## src/rtl/arb_pkg.sv

```systemverilog
// Shared definitions for the parameterised arbiter.
//   arb_state_e : FSM encoding (IDLE, WAIT, GRANT), also visible on the bus
//                 interface as a debug field.
//   MODE_FIXED  : fixed priority, req[0] highest.
//   MODE_RR     : round-robin starting from a rotating pointer.
package arb_pkg;

  typedef enum logic [1:0] {
    IDLE  = 2'd0,
    WAIT  = 2'd1,
    GRANT = 2'd2
  } arb_state_e;

  localparam int MODE_FIXED = 0;
  localparam int MODE_RR    = 1;

endpackage

```

## src/rtl/param_arbiter_if.sv

```systemverilog
// Request/grant bundle between requesters (master) and the arbiter (slave).
//   req    : master -> slave, N_REQ request bits (pulse or level per channel)
//   gnt    : slave -> master, registered one-hot-or-zero grant
//   gnt_id : slave -> master, index of the current/last winner
//   busy   : slave -> master, high while a grant is in flight (WAIT/GRANT)
//   state  : slave -> master, FSM state for observation only
//
// Handshake: a channel requests by having req[i]=1 at any rising edge; the
// request is remembered until served, and repeated requests on a channel that
// is still waiting merge into one. The arbiter answers with gnt[i] high for a
// fixed number of cycles a fixed number of edges after it picks the channel.
// There is no back-pressure: the requester does not hold req for acceptance.
interface param_arbiter_if #(
  parameter int N_REQ = 4
);
  import arb_pkg::*;

  logic [N_REQ-1:0]         req;
  logic [N_REQ-1:0]         gnt;
  logic [$clog2(N_REQ)-1:0] gnt_id;
  logic                     busy;
  arb_state_e               state;

  modport master (output req, input gnt, input gnt_id, input busy, input state);
  modport slave  (input req, output gnt, output gnt_id, output busy, output state);

endinterface

```

## src/rtl/arb_pick.sv

```systemverilog
// Combinational winner selection.
//   vec   : candidate request vector
//   ptr   : round-robin start index (ignored when mode=0)
//   mode  : 0 = lowest set index wins, 1 = first set index at or above ptr,
//           wrapping from N-1 back to 0
//   valid : at least one bit of vec is set
//   index : winning channel index (0 when valid=0)
module arb_pick #(
  parameter int N = 4
) (
  input  logic [N-1:0]         vec,
  input  logic [$clog2(N)-1:0] ptr,
  input  logic                 mode,
  output logic                 valid,
  output logic [$clog2(N)-1:0] index
);

  localparam int IW = $clog2(N);

  logic [IW-1:0] idx;
  int            j;

  // Walk the vector starting at the base index; the first hit wins.
  always_comb begin
    valid = 1'b0;
    index = '0;
    idx   = '0;
    j     = 0;
    for (int i = 0; i < N; i++) begin
      j = (mode ? int'(ptr) : 0) + i;
      if (j >= N) j = j - N;
      idx = IW'(j);
      if (!valid && vec[idx]) begin
        valid = 1'b1;
        index = idx;
      end
    end
  end

endmodule

```

## src/rtl/param_arbiter.sv

```systemverilog
// Parameterised delayed-grant arbiter.
//   clock : sole clock, rising edge
//   rst   : synchronous, active-high reset
//   bus   : param_arbiter_if slave modport (req in; gnt, gnt_id, busy, state out)
// Parameters: N_REQ requesters (2..16), GNT_DELAY edges from capture to grant
// (3..7), GNT_LEN grant width in cycles (1..2), MODE fixed priority or
// round-robin.
//
// Requests are latched into a pending register. From IDLE the arbiter picks a
// winner among pending|req, waits GNT_DELAY edges, drives gnt for GNT_LEN
// cycles and returns to IDLE, which guarantees a low gap between grants.
module param_arbiter
  import arb_pkg::*;
#(
  parameter int N_REQ     = 4,
  parameter int GNT_DELAY = 3,
  parameter int GNT_LEN   = 1,
  parameter int MODE      = MODE_FIXED
) (
  input  logic           clock,
  input  logic           rst,
  param_arbiter_if.slave bus
);

  localparam int IW = $clog2(N_REQ);
  localparam int CW = $clog2(GNT_DELAY + GNT_LEN + 1);

  arb_state_e       state;
  arb_state_e       state_next;
  logic [N_REQ-1:0] pending;
  logic [N_REQ-1:0] cand;
  logic [N_REQ-1:0] win_mask;
  logic [N_REQ-1:0] gnt_q;
  logic [N_REQ-1:0] gnt_next;
  logic [IW-1:0]    ptr;
  logic [IW-1:0]    next_ptr;
  logic [IW-1:0]    gnt_id_q;
  logic [IW-1:0]    pick_idx;
  logic             pick_valid;
  logic             capture;
  logic             busy;
  logic [CW-1:0]    cnt;

  // A request arriving on the capture edge competes immediately.
  assign cand    = pending | bus.req;
  assign capture = (state == IDLE) && pick_valid;

  arb_pick #(
    .N (N_REQ)
  ) u_pick (
    .vec   (cand),
    .ptr   (ptr),
    .mode  (MODE == MODE_RR),
    .valid (pick_valid),
    .index (pick_idx)
  );

  always_comb begin
    win_mask           = '0;
    win_mask[pick_idx] = 1'b1;
    next_ptr           = (pick_idx == IW'(N_REQ - 1)) ? '0 : pick_idx + 1'b1;
  end

  // FSM: state register
  always_ff @(posedge clock) begin
    if (rst) state <= IDLE;
    else     state <= state_next;
  end

  // FSM: next state. cnt counts down to zero in WAIT and in GRANT.
  always_comb begin
    state_next = state;
    case (state)
      IDLE:    if (pick_valid) state_next = WAIT;
      WAIT:    if (cnt == '0)  state_next = GRANT;
      GRANT:   if (cnt == '0)  state_next = IDLE;
      default: state_next = IDLE;
    endcase
  end

  // FSM: outputs. gnt is computed for the next state and registered below,
  // so gnt has no combinational path from req.
  always_comb begin
    gnt_next = '0;
    if (state_next == GRANT) gnt_next[gnt_id_q] = 1'b1;
    busy = (state != IDLE);
  end

  // Datapath: pending, pointer, winner id, delay counter, grant register.
  always_ff @(posedge clock) begin
    if (rst) begin
      pending  <= '0;
      ptr      <= '0;
      gnt_id_q <= '0;
      cnt      <= '0;
      gnt_q    <= '0;
    end else begin
      if (capture) begin
        // The winner's bit is cleared even if it requests again this edge;
        // requests on later edges set it again and earn a second grant.
        pending  <= cand & ~win_mask;
        gnt_id_q <= pick_idx;
        ptr      <= next_ptr;
      end else begin
        pending <= cand;
      end

      // Loaded with DELAY-1 at capture so GRANT starts GNT_DELAY edges later;
      // reloaded with LEN-1 on entering GRANT for GNT_LEN grant cycles.
      case (state)
        IDLE:    if (pick_valid) cnt <= CW'(GNT_DELAY - 1);
        WAIT:    if (cnt == '0) cnt <= CW'(GNT_LEN - 1);
                 else           cnt <= cnt - 1'b1;
        GRANT:   if (cnt != '0) cnt <= cnt - 1'b1;
        default: cnt <= '0;
      endcase

      gnt_q <= gnt_next;
    end
  end

  assign bus.gnt    = gnt_q;
  assign bus.gnt_id = gnt_id_q;
  assign bus.busy   = busy;
  assign bus.state  = state;

endmodule

```

## src/flat_wrapper.sv

```systemverilog
// flat-port wrapper written by rule: the top's interface ports become plain ports
module param_arbiter_flat import arb_pkg::*;
#(
  parameter int N_REQ     = 4,
  parameter int GNT_DELAY = 3,
  parameter int GNT_LEN   = 1,
  parameter int MODE      = MODE_FIXED
)
  (clock, rst, bus_req, bus_gnt, bus_gnt_id, bus_busy, bus_state);
  param_arbiter_if #(.N_REQ(N_REQ)) bus_i ();
  input  logic clock;
  input  logic rst;
  input wire logic [$bits(bus_i.req)-1:0] bus_req;
  output wire logic [$bits(bus_i.gnt)-1:0] bus_gnt;
  output wire logic [$bits(bus_i.gnt_id)-1:0] bus_gnt_id;
  output wire logic [$bits(bus_i.busy)-1:0] bus_busy;
  output wire logic [$bits(bus_i.state)-1:0] bus_state;
  assign bus_i.req = bus_req;
  assign bus_gnt = bus_i.gnt;
  assign bus_gnt_id = bus_i.gnt_id;
  assign bus_busy = bus_i.busy;
  assign bus_state = bus_i.state;
  param_arbiter #(.N_REQ(N_REQ), .GNT_DELAY(GNT_DELAY), .GNT_LEN(GNT_LEN), .MODE(MODE)) u_core (.clock(clock), .rst(rst), .bus(bus_i));
endmodule
```

## config.mk

```make
export PLATFORM = sky130hd
export DESIGN_NAME = param_arbiter_flat
export DESIGN_NICKNAME = d
export VERILOG_FILES = /design/src/rtl/arb_pkg.sv /design/src/rtl/param_arbiter_if.sv /design/src/rtl/arb_pick.sv /design/src/rtl/param_arbiter.sv /design/src/flat_wrapper.sv
export SDC_FILE = /design/constraint.sdc
export NUM_CORES = 1
export LEC_CHECK = 0
export CAP_MARGIN = 15
export CELL_PAD_IN_SITES_DETAIL_PLACEMENT = 2
export CELL_PAD_IN_SITES_GLOBAL_PLACEMENT = 2
export CORE_MARGIN = 2
export CORE_UTILIZATION = 29
export CTS_CLUSTER_SIZE = 28
export DETAILED_ROUTE_END_ITERATION = 7
export MAX_ROUTING_LAYER = met4
export PLACE_DENSITY = 0.78
export SLEW_MARGIN = 25
export SYNTH_ARGS = -nofsm -noshare
export SYNTH_HDL_FRONTEND = slang
export SYNTH_HIERARCHICAL = 1
export SYNTH_SLANG_ARGS = --single-unit
```

## constraint.sdc

```tcl
create_clock -name clock -period 2.1 [get_ports clock]
set_input_delay 0.21 -clock clock [delete_from_list [all_inputs] [get_ports clock]]
set_output_delay 0.21 -clock clock [all_outputs]
set_load 0.05 [all_outputs]
```

==> metrics.md <==
| Metric | Value |
|---|---|
| Tcrit/Tclk final | `105%` |
| Cts bufs inserted | `3` |
| CTS root buffer | `clkbuf_8` |
| Wire per inst | `about 21 um` |
| TritonRoute pass-1 iters | `4` |
| Largest net degree at the start of global routing | `13` |
| R2R cell count | `12` |
| Vias in the first global route | `1282` |
| Cell count along the critical path | `12` |
| Cell Chain, Critical Path | `nor2_4 > inv_2 > or2_4 > a21oi_4 > o22ai_4 > a21oi_2 > a2bb2oi_2 > buf_6 > ha_4 > nor2_2 > mux2i_1 > nor2_1` |
| Final nets | `191` |
| Area grow syn2layout | `53.8%` |
| Routed Antenna Nets | `0` |
| Slowest cell on the critical path | `dfxtp_2` |
| Minimum clock period | `2.20 ns` |
| Detailed Place HPWL | `~3000 um` |
| Layout cell share with drive strength beyond 1 | `between 40% and 50%` |
| CTS Buffer Depth | `2` |
| Die W | `around 66 um` |
| Clock sink count | `17` |
| Worst Hold Path Cells | `2` |
| Yosys reg bits | `17` |
| Failing checks | `negative setup slack` |
| Hold Buf Count CTS | `0` |
| Hold wc startpoint | `u_core/cnt[2]` |
| Crit Path Category | `register to register` |
| Total grt overflow | `0` |
| Yosys warning count | `6` |
| LEAKAGE | `0.000710 uW` |
| Class of the worst hold path | `register to register` |
| Post-route setup slack | `-0.101 ns` |
| Core area | `3690 um^2` |
| Clock Latency Late Sink | `0.26 ns` |
| Wire length of the first global-routing pass | `approximately 7000 um` |
| Drt total wl | `4760 um` |
| PortBufs | `14` |
| Via-per-instance ratio | `5.24` |
| Cell row count | `22` |
| Max VDD drop | `a little over 0.8 mV` |
| Drt drc | `0` |
| Ys flop type | `dfxtp_1` |
| Number of max-cap violations | `0` |
| RSZ-0062 raised after global routing | `true` |
| Seq/Total Area, Yosys | `30.4%` |
| Final core utilization | `46.6%` |
| Mapped cell area | `1120 um^2` |
| Synth cell types | `47` |
| Initial antenna violation count | `0` |
| Asr flop ratio synth | `0%` |
| Power, Total | `2450 uW` |
| Avg Inst Size Synth | `~8.2 um^2` |
| Startpoint types | `register` |
| Crit path DAT | `2.34 ns` |
| CP bufs+invs | `2` |
| # IOs | `15` |
| Post-Synthesis Cells | `between 100 and 150` |
| Pwr per Cell Area | `1420 nW/um^2` |
| Routed via count | `1185` |
| Reg2Reg Launch Point | `u_core/pending[0]` |
| Clock Pin Slew Worst Setup and Hold Paths | `0.07 ns` |
| GRT Total Usage | `22.0%` |
| CP startpoint | `u_core/pending[0]` |
| CTS tree | `built` |
| Crit path max fanout | `4` |
| Skew final | `approximately 0.0023 ns` |
| Placed cell area | `1420 um^2` |
| Critical Path Max Stage Delay | `0.34 ns` |
| Fmax | `454 MHz` |
| Ant. Diodes | `0` |
| CP top delay family | `compound AO/OA/AOI/OAI gates` |
| Final non-filler cell area | `roughly 1700 um^2` |
| Fin. Hold Viols | `0` |
| Initial DRC count | `52` |
| DIE AREA | `about 4400 um^2` |
| Relative max-transition margin | `between 60 and 70%` |
| Setup Viol. Count Final | `5` |
| Status | `finished, violations left` |
| Critical path capture point type | `register` |
| EDFF count, synth | `0` |
| Max-slew violation count | `0` |
| Die H | `66.1 um` |
| Initial Util | `30.3%` |
| Worst-margin pin slew | `0.516 ns` |
| CTS H-tree lvls | `1` |
| Gpl congestion | `0.842` |
| CP Data Required Time | `2.24 ns` |
-- worst paths after layout --
check	slack, ns	end
setup / recovery	-0.10	u_core/ptr[0]
hold / removal	0.54	u_core/cnt[2]
setup reg to reg	-0.10	u_core/ptr[0]
hold reg to reg	0.54	u_core/cnt[2]
-- metal layers --
layer  GRT usage [%]  part of all wire, %  vias up
met4            2.81                  3.1        0
met1            24.0                   40      590
met3            3.75                  2.4       12
met5               -                    0        -
li1                -                    -      555
met2            42.3                   55       28
-- worst min-delay path: stages (launching register included) --
cell and delay [ns]:
dfxtp_1 0.34, nand2_1 0.09, a221oi_2 0.06
-- cell families after synthesis --
kind of cell	synth area share [%]
and+or+nand+nor	24.4
AOI/OAI and AO/OA	23.5
buffers and inverters	9.28
DFF	30.4
muxes	5.37
adders and majority gates	6.71
other	0.335
-- cell usage after synthesis (all sizes together) (2+ instances only) --
library cell | number | area share [%]
a211oi | 7 | 5.1
a21oi | 12 | 5.4
a221oi | 2 | 2.1
buf | 5 | 4.1
clkbuf | 2 | 0.78
dfxtp | 17 | 30
ha | 6 | 6.7
inv | 13 | 4.4
mux2i | 6 | 5.4
nand2 | 4 | 1.3
nand2b | 3 | 1.7
nand3b | 3 | 2.0
nor2 | 19 | 7.0
nor2b | 5 | 2.8
nor3 | 2 | 0.89
nor3b | 2 | 1.8
o21ai | 5 | 2.2
o22ai | 2 | 1.7
or2 | 3 | 1.7
or3 | 2 | 1.1
-- state kept, by name (all words and copies together), names as in the netlist --
name and flops:
u_core/bus.gnt_id 2, u_core/cnt 3, u_core/bus.gnt 4, u_core/ptr 2, u_core/pending 4, u_core/bus.state 2
-- power by group --
part           internal, uW  leakage (uW)  switching, uW
Sequential              414      0.000141            123
Clock                   134     0.0000217            128
Combinational           726      0.000547            926
Total                  1270      0.000710           1180
-- layout by cell type, fill, tap and decap left out, drive strengths merged, types with 4 or more instances in the layout --
master / netlist / final
inv: 13 / 13
o21ai: 5 / 5
clkdlybuf4s50: 0 / 10
buf: 5 / 31
dfxtp: 17 / 17
a211oi: 7 / 7
ha: 6 / 6
a21oi: 12 / 12
mux2i: 6 / 6
nor2b: 5 / 5
nor2: 19 / 19
nand2: 4 / 4
-- through the flow --
stage | setup slack (ns) | std cells | hold WS [ns] | TNS [ns]
after global placement | -0.355 | 212 | 0.489 | -2.89
after floorplan | 0.00694 | 137 | 0.289 | 0
after detailed placement | -0.600 | 212 | 0.510 | -5.43
after global routing | -0.160 | 226 | 0.546 | -0.804
final | -0.101 | 226 | 0.535 | -0.269
after CTS | -0.00576 | 222 | 0.492 | -0.00576
-- layout make-up --
class / instances / area (um^2)
clock inverter: 1 / 7.51
inverter: 13 / 48.8
sequential: 17 / 345
multi-input combinational: 100 / 847
clock buffer: 3 / 41.3
timing repair buffer: 44 / 370
tap: 48 / 60.1
fill: 399 / 1970
-- repair_timing --
action	CTS	global route
pin swaps	13	13
buffers inserted	6	4
resized for setup	32	16
endpoints found under the setup margin	11	10
Power figures use the tool's default switching activity.
